**config.mk**
```make
export PLATFORM = sky130hd
export DESIGN_NAME = sram_port1_arbiter
export DESIGN_NICKNAME = d
export VERILOG_FILES = /design/src/rtl/sram_arb_pkg.sv /design/src/rtl/sram_arb_starve_cnt.sv /design/src/rtl/sram_port1_arbiter.sv
export SDC_FILE = /design/constraint.sdc
export NUM_CORES = 1
export LEC_CHECK = 0
export ABC_CLOCK_PERIOD_IN_PS = 3100
export CAP_MARGIN = 20
export CORE_AREA = 3 3 367 369
export DETAILED_ROUTE_END_ITERATION = 12
export DIE_AREA = 0 0 370 372
export GPL_TIMING_DRIVEN = 0
export RECOVER_POWER = 50
export SETUP_SLACK_MARGIN = 0.2
export SLEW_MARGIN = 15
export SYNTH_ARGS = -nofsm -noshare
export SYNTH_HDL_FRONTEND = slang
export SYNTH_SLANG_ARGS = --single-unit
```
**constraint.sdc**
```tcl
create_clock -name clk -period 3.1 [get_ports clk]
set_input_delay 0.465 -clock clk [delete_from_list [all_inputs] [get_ports clk]]
set_output_delay 0.465 -clock clk [all_outputs]
set_load 0.005 [all_outputs]
```
**src/rtl/sram_arb_pkg.sv**
```systemverilog
// Shared types and default widths for the SRAM port-1 arbiter.
package sram_arb_pkg;

  localparam int ADDR_W_DEF     = 8;
  localparam int DATA_W_DEF     = 128;
  localparam int RD_LAT_DEF     = 1;
  localparam int STARVE_MAX_DEF = 1024;

  // Arbiter sequencing states for one buffered scan request
  typedef enum logic [2:0] {
    IDLE  = 3'd0,
    PEND  = 3'd1,
    ISSUE = 3'd2,
    WAIT  = 3'd3,
    RESP  = 3'd4
  } arb_state_t;

  // Kind of the buffered scan request
  typedef enum logic {
    RD = 1'b0,
    WR = 1'b1
  } req_type_t;

endpackage

```
**src/rtl/sram_arb_starve_cnt.sv**
```systemverilog
// Saturating starvation counter: counts ungranted waiting cycles of a
// pending scan request and flags when the forced-steal threshold is reached.
module sram_arb_starve_cnt #(
  parameter int STARVE_MAX = 1024
) (
  input  logic clk,
  input  logic rst,
  input  logic clr,
  input  logic inc,
  output logic hit
);

  localparam int               CNT_W   = $clog2(STARVE_MAX);
  localparam logic [CNT_W-1:0] CNT_MAX = CNT_W'(STARVE_MAX - 1);
  localparam logic [CNT_W-1:0] CNT_ONE = CNT_W'(1);

  logic [CNT_W-1:0] cnt_r;

  // Clear outside the wait, count ungranted cycles, hold at the threshold
  always_ff @(posedge clk) begin
    if (rst) begin
      cnt_r <= {CNT_W{1'b0}};
    end else if (clr) begin
      cnt_r <= {CNT_W{1'b0}};
    end else if (inc && (cnt_r != CNT_MAX)) begin
      cnt_r <= cnt_r + CNT_ONE;
    end else begin
      cnt_r <= cnt_r;
    end
  end

  assign hit = (cnt_r == CNT_MAX);

endmodule

```
**src/rtl/sram_port1_arbiter.sv**
```systemverilog
// SRAM port-1 arbiter: core traffic passes straight through; one buffered
// scan read/write is slotted into a core idle cycle, or forced in (stalling
// the core for one cycle) once the scan request has starved long enough.
module sram_port1_arbiter
  import sram_arb_pkg::*;
#(
  parameter int ADDR_W     = ADDR_W_DEF,
  parameter int DATA_W     = DATA_W_DEF,
  parameter int RD_LAT     = RD_LAT_DEF,
  parameter int STARVE_MAX = STARVE_MAX_DEF
) (
  input  logic              clk,
  input  logic              rst,
  input  logic              scan_ren,
  input  logic              scan_wen,
  input  logic [ADDR_W-1:0] scan_addr,
  input  logic [DATA_W-1:0] scan_wdata,
  input  logic [DATA_W-1:0] scan_bweb,
  output logic [DATA_W-1:0] scan_rdata,
  output logic              scan_ready,
  output logic              scan_busy,
  input  logic              core_active,
  input  logic              core_ren,
  input  logic              core_wen,
  input  logic [ADDR_W-1:0] core_raddr,
  input  logic [ADDR_W-1:0] core_waddr,
  input  logic [DATA_W-1:0] core_wdata,
  output logic              core_stall,
  output logic              sram_ren,
  output logic              sram_wen,
  output logic [ADDR_W-1:0] sram_raddr,
  output logic [ADDR_W-1:0] sram_waddr,
  output logic [DATA_W-1:0] sram_wdata,
  output logic [DATA_W-1:0] sram_bweb,
  input  logic [DATA_W-1:0] sram_rdata,
  output logic              starve_err
);

  localparam logic [2:0] LAT_LAST = 3'(RD_LAT - 1);

  arb_state_t        state_r;
  arb_state_t        state_s;
  req_type_t         type_r;
  logic [ADDR_W-1:0] addr_r;
  logic [DATA_W-1:0] wdata_r;
  logic [DATA_W-1:0] bweb_r;
  logic [2:0]        lat_cnt_r;
  logic [DATA_W-1:0] scan_rdata_r;
  logic              forced_r;
  logic              starve_err_r;
  logic              grant_s;
  logic              force_s;
  logic              hit_s;
  logic              starve_inc_s;
  logic              starve_clr_s;

  // Next-state decode and grant arbitration; an idle core or a core gap
  // wins over the forced steal so the core is only stalled when it must be
  always_comb begin
    state_s = state_r;
    grant_s = 1'b0;
    force_s = 1'b0;
    case (state_r)
      IDLE: begin
        if (scan_ren || scan_wen) begin
          state_s = PEND;
        end else begin
          state_s = IDLE;
        end
      end
      PEND: begin
        if (!core_active || (!core_ren && !core_wen)) begin
          grant_s = 1'b1;
          state_s = ISSUE;
        end else if (hit_s) begin
          grant_s = 1'b1;
          force_s = 1'b1;
          state_s = ISSUE;
        end else begin
          state_s = PEND;
        end
      end
      ISSUE: begin
        if (type_r == WR) begin
          state_s = RESP;
        end else begin
          state_s = WAIT;
        end
      end
      WAIT: begin
        if (lat_cnt_r == LAT_LAST) begin
          state_s = RESP;
        end else begin
          state_s = WAIT;
        end
      end
      RESP: begin
        state_s = IDLE;
      end
      default: begin
        state_s = IDLE;
      end
    endcase
  end

  // State register plus the one-cycle stall flag and sticky starvation flag
  always_ff @(posedge clk) begin
    if (rst) begin
      state_r      <= IDLE;
      forced_r     <= 1'b0;
      starve_err_r <= 1'b0;
    end else begin
      state_r      <= state_s;
      forced_r     <= force_s;
      starve_err_r <= starve_err_r | force_s;
    end
  end

  // Buffer the scan request when accepted; a simultaneous write beats the read
  always_ff @(posedge clk) begin
    if (rst) begin
      type_r  <= RD;
      addr_r  <= {ADDR_W{1'b0}};
      wdata_r <= {DATA_W{1'b0}};
      bweb_r  <= {DATA_W{1'b0}};
    end else if ((state_r == IDLE) && (scan_ren || scan_wen)) begin
      type_r  <= scan_wen ? WR : RD;
      addr_r  <= scan_addr;
      wdata_r <= scan_wdata;
      bweb_r  <= scan_bweb;
    end else begin
      type_r  <= type_r;
      addr_r  <= addr_r;
      wdata_r <= wdata_r;
      bweb_r  <= bweb_r;
    end
  end

  // Read-latency counter and capture of returning read data
  always_ff @(posedge clk) begin
    if (rst) begin
      lat_cnt_r    <= 3'd0;
      scan_rdata_r <= {DATA_W{1'b0}};
    end else if (state_r == WAIT) begin
      lat_cnt_r    <= lat_cnt_r + 3'd1;
      scan_rdata_r <= (lat_cnt_r == LAT_LAST) ? sram_rdata : scan_rdata_r;
    end else begin
      lat_cnt_r    <= 3'd0;
      scan_rdata_r <= scan_rdata_r;
    end
  end

  // Port-1 mux: buffered scan access in ISSUE, core pass-through otherwise
  always_comb begin
    sram_ren   = core_ren;
    sram_wen   = core_wen;
    sram_raddr = core_raddr;
    sram_waddr = core_waddr;
    sram_wdata = core_wdata;
    sram_bweb  = {DATA_W{1'b0}};
    if (state_r == ISSUE) begin
      sram_raddr = addr_r;
      sram_waddr = addr_r;
      sram_wdata = wdata_r;
      if (type_r == WR) begin
        sram_ren  = 1'b0;
        sram_wen  = 1'b1;
        sram_bweb = bweb_r;
      end else begin
        sram_ren  = 1'b1;
        sram_wen  = 1'b0;
        sram_bweb = {DATA_W{1'b0}};
      end
    end else begin
      sram_ren   = core_ren;
      sram_wen   = core_wen;
      sram_raddr = core_raddr;
      sram_waddr = core_waddr;
      sram_wdata = core_wdata;
      sram_bweb  = {DATA_W{1'b0}};
    end
  end

  assign starve_inc_s = (state_r == PEND) && !grant_s;
  assign starve_clr_s = (state_r != PEND);

  sram_arb_starve_cnt #(
    .STARVE_MAX(STARVE_MAX)
  ) u_starve_cnt (
    .clk(clk),
    .rst(rst),
    .clr(starve_clr_s),
    .inc(starve_inc_s),
    .hit(hit_s)
  );

  assign scan_rdata = scan_rdata_r;
  assign scan_ready = (state_r == RESP);
  assign scan_busy  = (state_r == PEND) || (state_r == ISSUE) || (state_r == WAIT);
  assign core_stall = forced_r;
  assign starve_err = starve_err_r;

endmodule

```
======== Word-level counts from Yosys, hierarchy flattened ========
Cells that the tools add are included.
operators by class
  add/sub/neg operators ................... 2
  eq/ne operators ......................... 7
  muxes and demuxes ....................... 21
  bitwise gates (word level) .............. 2
  reduce and logical (&&, ||, !) cells .... 17
operators by type and width
  cell                                                             number
  128-bit 2-to-1 mux                                               3
  8-bit 2-to-1 mux                                                 2
  3-bit case mux with 4 select lines                               1
  1-bit 2-to-1 mux                                                 11
  10-bit by 1-bit adder with 10-bit output, second input constant  1
  10-bit == test, second input constant                            1
  10-bit != test, second input constant                            1
  3-bit by 2-bit == test with 1-bit output, second input constant  2
  3-bit zero test                                                  2
  3-bit 2-to-1 mux                                                 2
  1-bit logical AND                                                4
  1-bit zero test                                                  4
  1-bit logical OR                                                 4
  2-bit 2-to-1 mux                                                 2
  2-bit OR reduction                                               2
  3-bit by 1-bit adder with 3-bit output, second input constant    1
  3-bit by 1-bit == test with 1-bit output, second input constant  1
  3-bit == test, second input constant                             1
  3-bit by 1-bit != test with 1-bit output, second input constant  1
  2-bit AND reduction                                              1
  1-bit inverter                                                   1
  1-bit OR                                                         1
storage, ports and cells
  register bits after elaboration ......... 411

======== Depth between registers and ports, before layout ========
  word-level depth ........................ 8
  gate-level depth with buffers ........... 8

======== Cells and area by module ========
From an unflattened synthesis, not the netlist that was laid out.
second synthesis, totals
  cells, all modules ...................... 2516
  area total of the unflattened synthesis .. 18551.5 µm²
by module, submodules not included
  module               instances  cells an instance  area each (µm²)
  sram_port1_arbiter   1          2456               18053.6
  sram_arb_starve_cnt  1          60                 498.0

======== Worst setup path before layout ========
OpenSTA, ideal clock, no wires.
  kind .................................... register to output
  start point ............................. reg state_r[2]
  end point ............................... out sram_wdata[111]
  arrival ................................. 1479 ps
  setup slack ............................. 1156 ps
  stages on the path, launching flop included .. 7
  buffers on the path ..................... 3
  path through ............................ dfxtp_1 -> buf_2 -> or3b_2 -> clkbuf_1 -> buf_1 -> nand2_1 -> nand2_1
on the way
  word-level cells in the longest chain between the ends .. 2
ends and longest elaborated chain
  what                                      line                       source
  start: declaration                        sram_port1_arbiter.sv:41   arb_state_t state_r;
  start signal: assignment                  sram_port1_arbiter.sv:113  state_r <= state_s;
  3-bit by 2-bit == test with 1-bit output  sram_port1_arbiter.sv:161  if (state_r == ISSUE) begin
  128-bit 2-to-1 mux                        sram_port1_arbiter.sv:161
  end: declaration                          sram_port1_arbiter.sv:33   output logic [DATA_W-1:0] sram_wdata,
No other way between the ends.

======== Final worst setup path ========
  start point ............................. reg state_r[2]
  end point ............................... out sram_waddr[4]
on the way
  word-level cells in the longest chain between the ends .. 2
ends and longest elaborated chain
  what                                      line                       source
  3-bit by 2-bit == test with 1-bit output  sram_port1_arbiter.sv:161
  8-bit 2-to-1 mux                          sram_port1_arbiter.sv:161
  end: declaration                          sram_port1_arbiter.sv:32   output logic [ADDR_W-1:0] sram_waddr,
No other way between the ends.

==> impl_results.md <==
- Status: complete, no violations
- Register share of total power: 35.2%
- Most used cell, CP: buf_6
- Final nets: 4066
- Register area share after synthesis: 48.6%
- Vias: 20900
- DR WL/cell: 23.4 microns
- Routed wire length: 125 mm
- Flop-to-flop setup slack: 0.23 ns
- Critical path cell sequence: buf_6 > or3b_4 > clkbuf_16 > buf_8 > buf_12 > nand2_2 > nand2_4 > buf_6
- Global Route Usage Sum: 16.9%
- CTS tree: yes
- Grt ovf: 0
- Placer Congestion: 0.898
- Clock Skew: 0.0216 ns
- Top-level I/O count: 949
- PwrDens: 525 nW/um^2
- Clock Power Share: 38.7%
- Final setup violation count: 0
- Gate power share: 26.1%
- Site Rows: 133
- Net count after synthesis: 2972
- Width of the die: 370 microns
- Length of the first detailed-routing pass in iterations: 5
- Synthesized area: 16900 sq um
- Clock tree root driver cell: clkbuf_16
- Final hold violations: 0
- VDD IR max: 374 uV
- Mapped Cells: 2426
- Share of cells above drive strength 1: 14.9%
- FMAX: 336 MHz
- CTS Hold Bufs: 0
- DP Area: 28700 sq um
- Cells on worst reg2reg path: 9
- Clock Path Buffers: 3
- Vias in the first global route: 20100
- Maximum number of pins on one net before global-route repair: 14
- DR iter-0 viols: 1167
- H-Tree Level Count: 2
- Slowest stage delay, CP: 0.45 ns
- First-pass GRT wire length: 161 mm
- Synth Area in Adders: 0.222%
- Flops & latches, synth: 411
- Cell variety after synth: 42
- Die area: 138000 sq um
- Compound-cell area share of the yosys netlist: 12.7%
- Post-synthesis mux area share: 0.118%
- Internal: 11700 uW
- Reg-to-Reg Start: state_r[0]
- CP startpoint kind: flop
- Worst path top cell family by delay: buffers and inverters
- Die Y: 372 microns
- Worst hold stages: 3
- CTS buffer count: 52
- CORE AREA: 131000 sq um
- Final Cycle Share: 95.9%
- CP max FO: 8
- Antenna viol nets, final: 0
- Post-synthesis simple-gate area fraction: 33.4%
- Port Buffer Count: 948
- Critical R2R Capture: bweb_r[45]
- Ys flop type: dfxtp_1
- Post-synth EDFFs: 0
- Hold_sp: scan_wdata[99]
- DRC errors left: 0
- Hold slack: 0.392 ns
- Sink Count: 411
- Antenna violations before repair: 15
- Hold endpoint: wdata_r[99]
- WS Path Type: reg -> out
- RSZ-0062 raised after global routing: yes
- Clk slew on worst S/H paths: 0.06 ns
- Sw Ratio: 31.3%
- Clk_lat worst skew: 0.62 ns
- Fillers: 14500
- Largest family of logic cells by synthesized area: simple AND/OR/NAND/NOR gates
- CP Capture Type: output pin
- Normalized max-slew margin: 19.4%
- Worst Path Buf+Inv: 5
- Synth warn: 0
- Area Growth Syn to Fin: 91.7%
- Synth Area in XOR/XNOR: 0.0517%
- Tmin final: 2.97 ns
- Data required, critical path: 2.63 ns
- Average cell area after synthesis: 6.98 sq um
- Post-detail-place hpwl: 101 mm
- Leakage: 0.0142 uW
- Hold WC Path Type: in -> reg
- Max Slew Vio Count: 0
- Async S/R FF share, synth: 0%
- Worst-Margin Slew: 1.21 ns
- Critical Path AT: 2.51 ns
- Psw: 5330 uW
- Initial core utilization: 12.9%
- Fin area: 32500 sq um
- Crit-path slowest cell: or3b_4
- Maxcap violations: 0
- DR vias/cell: 3.93
[power by group through the flow]
| stage | sequential, uW | combinational, uW | clock, uW |
|---|---|---|---|
| 3_5_place_dp | 6100 | 3990 | 0 |
| 5_1_grt | 6050 | 4790 | 6980 |
| 6_report | 6000 | 4450 | 6590 |
| 4_1_cts | 5990 | 4360 | 6790 |
| 3_3_place_gp | 6080 | 3970 | 0 |
| 2_1_floorplan | 6020 | 1540 | 0 |
[final cells by class]
cell class                      instances  area [sq um]  area share (%)
Antenna cell                           15          37.5           0.116
Buffer                                195          1530            4.73
Clock inverter                         15           225           0.694
Sequential cell                       411          8230            25.4
Tap cell                             1755          2200            6.76
Inverter                                3          11.3          0.0347
Multi-Input combinational cell       1817          8370            25.8
Timing Repair Buffer                 1040         10200            31.5
Clock buffer                           83          1630            5.02
[stage by stage]
step | util (%) | setup TNS, ns | power (uW) | setup slack, ns | cells
2_1_floorplan | - | 0 | 7560 | 1.16 | 2426
6_report | 24.7 | 0 | 17000 | 0.126 | 5334
3_5_place_dp | 21.8 | -123.72 | 10100 | -1.08 | 5133
4_1_cts | 24.3 | -0.00603 | 17100 | -0.00378 | 5289
5_1_grt | 24.7 | 0 | 17800 | 0.0692 | 5323
3_3_place_gp | 21.8 | -406.85 | 10000 | -1.88 | 5129
[placed cells by master (no fill, tap or decap), drive strengths merged, types with 2 or more instances in the layout]
cell type and n:
nand2 1220, clkdlybuf4s50 556, dfxtp 411, a21oi 399
clkbuf 290, buf 219, dlygate4sd3 131, and3 131
dlygate4sd2 83, dlymetal6s2s 21, clkdlybuf4s15 18, diode 15
nor2 9, clkinv 8, o21ai 7, or3 5
bufinv 5, nor3 4, nand3 4, inv 4
nor2b 3, o31ai 3, or4 3, ha 3
nand2b 2, nand4 2, a31oi 2, a41o 2
mux2i 2, a211oi 2
[synth_stat cells (2+ instances only)]
master    count  area [sq um]
nand2_1    1220          4580
dfxtp_1     411          8230
a21oi_1     399          2000
and3_1      131           820
clkbuf_1    114           428
buf_2        73           365
nor2_1        9          33.8
buf_1         7          26.3
o21ai_0       6          30.0
nand3_1       4          20.0
or3_1         4          25.0
ha_1          3          37.5
inv_1         3          11.3
nor2b_1       3          18.8
nor3_1        3          15.0
o31ai_1       3          22.5
or4_1         3          22.5
a211oi_1      2          15.0
a31oi_1       2          12.5
a41o_1        2          20.0
mux2i_1       2          20.0
nand4_1       2          12.5
[sequential cells by signal, summed over array words and instances (netlist names)]
name and count:
u_starve_cnt.cnt_r 10, starve_err 1, wdata_r 128, type_r 1, scan_rdata 128, bweb_r 128, state_r 3, lat_cnt_r 3
addr_r 8, core_stall 1
[worst min-delay path, stage by stage]
cell and delay (ns):
clkdlybuf4s50_1 0.39, nand2_1 0.05, a21oi_1 0.05
[logic make-up (layout without fill, tap and decap cells)]
| logic type | Yosys count | in the layout |
|---|---|---|
| buffers and inverters | 198 | 1336 |
| flip-flops | 411 | 411 |
| multiplexers | 2 | 2 |
| adder cells (fa/ha/maj) | 3 | 3 |
| AO/OA/AOI/OAI | 421 | 421 |
| AND/OR/NAND/NOR | 1390 | 1390 |
| other | 0 | 15 |
| XOR/XNOR | 1 | 1 |
[how the worst max path moves through the flow]
stage	from	end	slack, ns	cells past startpoint
2_1_floorplan	state_r[2]	sram_wdata[111]	1.16	6
6_report	state_r[2]	sram_waddr[4]	0.13	8
3_3_place_gp	state_r[2]	sram_wdata[10]	-1.88	7
4_1_cts	state_r[0]	sram_bweb[40]	-0.004	7
3_5_place_dp	state_r[2]	sram_bweb[124]	-1.08	6
5_1_grt	state_r[0]	sram_bweb[40]	0.07	7
[routing by layer]
| metal | vias to the layer above | share of wire [%] | track usage, % |
|---|---|---|---|
| met5 | - | 0.018 | 0 |
| met4 | 4 | 2.4 | 3.84 |
| met3 | 136 | 9.5 | 5.89 |
| met2 | 843 | 45 | 27.3 |
| met1 | 9945 | 43 | 21.4 |
| li1 | 10000 | - | - |
[repair_timing]
| item | CTS | global route |
|---|---|---|
| pin swaps | 16 | 34 |
| resized for setup | 846 | 295 |
| setup buffers | 50 | 26 |
| cloned | 8 | 4 |
| endpoints found under the setup margin | 274 | 168 |
(Power assumes the default switching activity.)
